File: src/rtl/sha_multi_add_pipe.sv
// Two-stage pipelined multi-operand modular adder: a carry-save tree compresses all
// operands plus carry-in to two vectors, then a segmented carry-lookahead adder finishes.
module sha_multi_add_pipe #(
  parameter int WIDTH   = 32,
  parameter int NUM_OPS = 5,
  parameter int SEG     = 8,
  localparam int CW     = ($clog2(NUM_OPS) > 1) ? $clog2(NUM_OPS) : 1
) (
  input  logic                     i_clk,
  input  logic                     i_rst_n,
  input  logic                     i_valid,
  output logic                     o_ready,
  input  logic [NUM_OPS*WIDTH-1:0] i_ops,
  input  logic                     i_carry,
  output logic                     o_valid,
  input  logic                     i_ready,
  output logic [WIDTH-1:0]         o_summ,
  output logic [CW-1:0]            o_carry
);

  localparam int XW    = WIDTH + CW;
  localparam int NSEG  = (XW + SEG - 1) / SEG;
  localparam int LASTW = XW - (NSEG - 1) * SEG;
  localparam int NIN   = NUM_OPS + 1;

  // Vectors remaining after lvl rounds of 3:2 compression, starting from n.
  function automatic int treeCount(input int n, input int lvl);
    int c;
    c = n;
    for (int i = 0; i < lvl; i++) begin
      if (c > 2) c = 2 * (c / 3) + c % 3;
    end
    return c;
  endfunction

  function automatic int treeLevels(input int n);
    int c;
    int l;
    c = n;
    l = 0;
    while (c > 2) begin
      c = 2 * (c / 3) + c % 3;
      l++;
    end
    return l;
  endfunction

  localparam int LEVELS = treeLevels(NIN);

  logic          r_v1;
  logic          r_v2;
  logic [XW-1:0] r_vecA;
  logic [XW-1:0] r_vecB;
  logic [WIDTH-1:0] r_summ;
  logic [CW-1:0] r_carry;

  logic          w_en1;
  logic          w_en2;
  logic [XW-1:0] w_tree [0:LEVELS][0:NUM_OPS];
  logic [XW-1:0] w_sum;
  logic [NSEG-2:0] w_segG;
  logic [NSEG-2:0] w_segP;
  logic [NSEG-1:0] w_segC;

  assign w_en2   = ~r_v2 | i_ready;
  assign w_en1   = ~r_v1 | w_en2;
  assign o_ready = w_en1;
  assign o_valid = r_v2;
  assign o_summ  = r_summ;
  assign o_carry = r_carry;

  genvar gk, gl, gi, gs;

  for (gk = 0; gk < NUM_OPS; gk++) begin : g_load
    assign w_tree[0][gk] = {{CW{1'b0}}, i_ops[gk*WIDTH +: WIDTH]};
  end
  assign w_tree[0][NUM_OPS] = XW'(i_carry);

  // Each level compresses every full group of three into sum and shifted majority;
  // leftover vectors pass straight through, unused slots are tied to zero.
  for (gl = 0; gl < LEVELS; gl++) begin : g_lvl
    localparam int N  = treeCount(NIN, gl);
    localparam int G  = N / 3;
    localparam int NN = 2 * G + N % 3;
    for (gi = 0; gi < NIN; gi++) begin : g_slot
      if (gi < 2 * G && gi % 2 == 0) begin : g_sum
        assign w_tree[gl+1][gi] = w_tree[gl][3*(gi/2)] ^ w_tree[gl][3*(gi/2)+1]
                                ^ w_tree[gl][3*(gi/2)+2];
      end else if (gi < 2 * G) begin : g_maj
        assign w_tree[gl+1][gi] = ((w_tree[gl][3*(gi/2)]   & w_tree[gl][3*(gi/2)+1])
                                 | (w_tree[gl][3*(gi/2)]   & w_tree[gl][3*(gi/2)+2])
                                 | (w_tree[gl][3*(gi/2)+1] & w_tree[gl][3*(gi/2)+2])) << 1;
      end else if (gi < NN) begin : g_pass
        assign w_tree[gl+1][gi] = w_tree[gl][G+gi];
      end else begin : g_zero
        assign w_tree[gl+1][gi] = '0;
      end
    end
  end

  for (gs = 0; gs < NSEG; gs++) begin : g_seg
    if (gs < NSEG - 1) begin : g_full
      logic [SEG:0] w_raw;
      assign w_raw = {1'b0, r_vecA[gs*SEG +: SEG]} + {1'b0, r_vecB[gs*SEG +: SEG]};
      assign w_segG[gs] = w_raw[SEG];
      assign w_segP[gs] = &(r_vecA[gs*SEG +: SEG] ^ r_vecB[gs*SEG +: SEG]);
      assign w_sum[gs*SEG +: SEG] = w_raw[SEG-1:0] + SEG'(w_segC[gs]);
    end else begin : g_last
      assign w_sum[XW-1 -: LASTW] = r_vecA[XW-1 -: LASTW] + r_vecB[XW-1 -: LASTW]
                                  + LASTW'(w_segC[gs]);
    end
  end

  // Segment carry-in s is any lower generate whose carry propagates through every segment between.
  always_comb begin : g_lookahead
    logic w_term;
    w_term = 1'b0;
    w_segC = '0;
    for (int s = 1; s < NSEG; s++) begin
      for (int j = 0; j < s; j++) begin
        w_term = w_segG[j];
        for (int m = j + 1; m < s; m++) w_term = w_term & w_segP[m];
        w_segC[s] = w_segC[s] | w_term;
      end
    end
  end

  // Data registers load only on a valid advance so idle-cycle input garbage never reaches the outputs.
  always_ff @(posedge i_clk) begin
    if (!i_rst_n) begin
      r_v1    <= 1'b0;
      r_v2    <= 1'b0;
      r_vecA  <= '0;
      r_vecB  <= '0;
      r_summ  <= '0;
      r_carry <= '0;
    end else begin
      if (w_en1) begin
        r_v1 <= i_valid;
        if (i_valid) begin
          r_vecA <= w_tree[LEVELS][0];
          r_vecB <= w_tree[LEVELS][1];
        end
      end
      if (w_en2) begin
        r_v2 <= r_v1;
        if (r_v1) begin
          r_summ  <= w_sum[WIDTH-1:0];
          r_carry <= w_sum[XW-1:WIDTH];
        end
      end
    end
  end

endmodule

File: config.mk
export PLATFORM = sky130hd
export DESIGN_NAME = sha_multi_add_pipe
export DESIGN_NICKNAME = d
export VERILOG_FILES = /design/src/rtl/sha_multi_add_pipe.sv
export SDC_FILE = /design/constraint.sdc
export NUM_CORES = 1
export LEC_CHECK = 0
export CORE_MARGIN = 1.5
export CORE_UTILIZATION = 45
export CTS_CLUSTER_DIAMETER = 30
export CTS_CLUSTER_SIZE = 14
export DETAILED_ROUTE_END_ITERATION = 8
export PLACE_DENSITY = 0.81
export SLEW_MARGIN = 5
export SYNTH_ARGS = -nofsm -noshare
export SYNTH_HDL_FRONTEND = slang
export SYNTH_SLANG_ARGS = --single-unit
File: constraint.sdc
create_clock -name i_clk -period 8.5 [get_ports i_clk]
set_clock_uncertainty 0.05 [all_clocks]
set_input_delay 2.55 -clock i_clk [delete_from_list [all_inputs] [get_ports i_clk]]
set_output_delay 2.55 -clock i_clk [all_outputs]
set_load 0.02 [all_outputs]
==> summary.md <==
| Metric | Value |
|---|---|
| Post-synth EDFFs | 0 |
| Main synth FF type | dfxtp_1 |
| Clk buf depth | 2 |
| Sequential fraction of the synthesis area | 0.251 |
| Hpwl dp | 13400 um |
| Final setup TNS | 0 ns |
| CP Data Required Time | 5.90 ns |
| Number of global-route vias before repair | 6462 |
| CP Buf/Inv Count | 2 |
| Row cnt | 48 |
| Leading area contributor after synthesis | dfxtp_1 |
| Final WS setup | 1.83 ns |
| Kind of critical path | in -> out |
| Core area | 17500 sq um |
| GR Overflow Total | 0 |
| Synth cell count leaders | inv_1 (170), nand2_1 (170), dfxtp_1 (102) |
| Cells after DPL | 1338 |
| Max_cap viols | 0 |
| Num ports | 202 |
| CTS tree | built |
| Cell variety after synth | 46 |
| Die area | 18900 sq um |
| Relative slew slack | 0.316 |
| Critical Path AT | 4.07 ns |
| Placement Setup Slack | 1.87 ns |
| CTS resizes | 0 |
| Share of layout cells above drive strength 1 | 0.0301 |
| Status | completed |
| Nets@finish | 1459 |
| Post-CTS Setup Inserts | 0 |
| Synthesis Warnings | 0 |
| Setup crit end kind | primary output |
| Die Width | 137 um |
| Post-Synthesis Cell Area | 8130 sq um |
| CTS buffer count | 9 |
| Fin. Hold Viols | 0 |
| Final period util | 0.785 |
| Reg-to-Reg End | o_carry[1] |
| Post-route ant nets | 0 |
| Pint | 0.00112 W |
| Largest net degree at the start of global routing | 100 |
| Power Total | 0.00173 W |
| Max VDD drop | 0.000114 V |
| Worst path max stage delay | 0.57 ns |
| Worst setup SP type | input port |
| Average size of a mapped cell | 8.65 sq um |
| Hold path endpoint | o_summ[0] |
| 1st-iter DRT viols | 272 |
| Worst skew pair latency | 0.35 ns |
| # diodes | 0 |
| Final Max Tran Viols | 0 |
| Worst path slowest cell | clkdlybuf4s50_1 |
| # hold bufs at CTS | 0 |
| Global-route wire length before repair | 27900 um |
| CP dominant cell by count | clkdlybuf4s50_1 |
| P&R area growth vs syn | 31.2% |
| Via/cell ratio | 4.92 |
| Die height | 137 um |
| Root buf cell | clkbuf_16 |
| Achievable Freq | 150 MHz |
| Worst-path clk slew | 0.07 ns |
| Post-Synthesis Cells | 940 |
| DRT Wirelength | 16900 um |
| Seq pwr share | 0.334 |
| Sw Share | 0.349 |
| DRT Pass-1 Iters | 6 |
| Setup repair after global routing missed its margin | no |
| Worst R2R Path Depth | 12 |
| Post-synth top area share | 0.251 |
| Number of H-tree levels | 3 |
| Asr flop ratio synth | 0 |
| Top delay family on crit path | buffers and inverters |
| Crit-path max FO | 5 |
| Final GP Congestion | 0.806 |
| Tmin final | 6.67 ns |
| Min-Delay Path Class | reg -> reg |
| Non-Filler Instances | 1354 |
| DRC errors left | 0 |
| Hold Startpoint | r_vecA[0] |
| Avg WL per Cell | 12.5 um |
| Lkg Pwr | 4.90 nW |
| Worst-margin pin slew | 1.03 ns |
| Pwr/cell area | 162 nW/um^2 |
| CTS sink count | 102 |
| Final setup fails | 0 |
| Switch Pwr | 0.000603 W |
| Clock power frac | 0.252 |
| Port Buffers | 201 |
| Crit-path cells | clkdlybuf4s50_1, nor2b_1, nand2_1, clkdlybuf4s50_1 |
| Initial core utilization | 0.465 |
| Comb pwr share | 0.414 |
| Reg-to-Reg Start | r_vecA[2] |
| Synth top area cells | dfxtp_1 (25%), fa_1 (25%), ha_1 (11%), inv_1 (7.8%), nand2_1 (7.8%) |
| Syn nets | 1275 |
| Initial antenna violation count | 0 |
| GRT Total Usage | 0.183 |
| Hold Path Cell Cnt | 2 |
| Seq cells post-synth | 102 |
| FF-to-FF setup slack | 4.89 ns |
| Via count | 6655 |
power by group through the flow:
stage          sequential (W)  clock [W]  combinational, W
4_1_cts              0.000577   0.000446          0.000726
3_5_place_dp         0.000587          0          0.000719
6_report             0.000577   0.000434          0.000714
2_1_floorplan        0.000596          0          0.000472
5_1_grt              0.000585   0.000463          0.000823
3_3_place_gp         0.000585          0          0.000694
cell families after synthesis:
logic type	count (synthesis)	synth area share
AND/OR/NAND/NOR	266	0.140
multiplexers	1	0.00123
XOR/XNOR	25	0.0269
AO/OA/AOI/OAI	173	0.132
flip-flops	102	0.251
adder cells (fa/ha/maj)	170	0.355
buffers and inverters	203	0.0937
registers in the layout (all words and copies together) (netlist names):
signal,cells
o_valid,1
r_vecA,33
o_summ,32
o_carry,3
r_v1,1
r_vecB,32
stage by stage:
| stage | util | hold WS (ns) | instance area, sq um |
|---|---|---|---|
| after floorplan | - | 0.382 | 8130 |
| after global placement | 0.592 | 0.389 | 10300 |
| after detailed placement | 0.592 | 0.395 | 10300 |
| after CTS | 0.610 | 0.406 | 10700 |
| after global routing | 0.611 | 0.418 | 10700 |
| final | 0.611 | 0.403 | 10700 |
worst max path at each step:
stage	startpoint	end	slack (ns)	depth (start not counted)
2_1_floorplan	i_ready	o_ready	2.94	2
3_3_place_gp	i_ready	o_ready	1.92	4
3_5_place_dp	i_ready	o_ready	1.87	4
4_1_cts	i_ready	o_ready	1.86	4
5_1_grt	i_ready	o_ready	1.76	4
6_report	i_ready	o_ready	1.83	4
tightest hold or removal path, delay by kind of cell (launching register included):
kind / cells / cell delay [ns]
compound gates: 1 / 0.05
simple gates: 1 / 0.05
flops: 1 / 0.31
area by class of cell:
type | count | area, sq um
fill | 1511 | 6810
inverter | 171 | 643
timing repair buffer | 205 | 2040
tap | 225 | 282
sequential | 102 | 2040
clock buffer | 11 | 253
multi-input combinational | 635 | 5350
clock inverter | 5 | 63.8
routing by layer:
layer | global-route usage | share of wire
met1 | 0.217 | 0.42
met2 | 0.337 | 0.50
met3 | 0.0394 | 0.064
met4 | 0.0392 | 0.011
met5 | 0 | 0
placed cells by master (no fill, tap or decap), types with 5 or more instances in the layout:
| cell type | Yosys | final |
|---|---|---|
| nor2b_1 | 6 | 5 |
| xnor2_1 | 17 | 17 |
| xor2_1 | 8 | 8 |
| o21a_1 | 8 | 8 |
| inv_1 | 170 | 170 |
| clkbuf_16 | 0 | 9 |
| nand2_1 | 170 | 169 |
| nand4_1 | 11 | 11 |
| clkdlybuf4s50_1 | 0 | 201 |
| a21o_1 | 6 | 6 |
| o21ai_0 | 16 | 16 |
| and3_1 | 9 | 9 |
| ha_1 | 69 | 69 |
| dfxtp_1 | 102 | 102 |
| a21oi_1 | 92 | 92 |
| nor3_1 | 8 | 8 |
| a211o_1 | 8 | 8 |
| fa_1 | 101 | 101 |
| nor2_1 | 40 | 40 |
| a211oi_1 | 22 | 22 |
No activity file was read; power rests on OpenSTA's default activity.
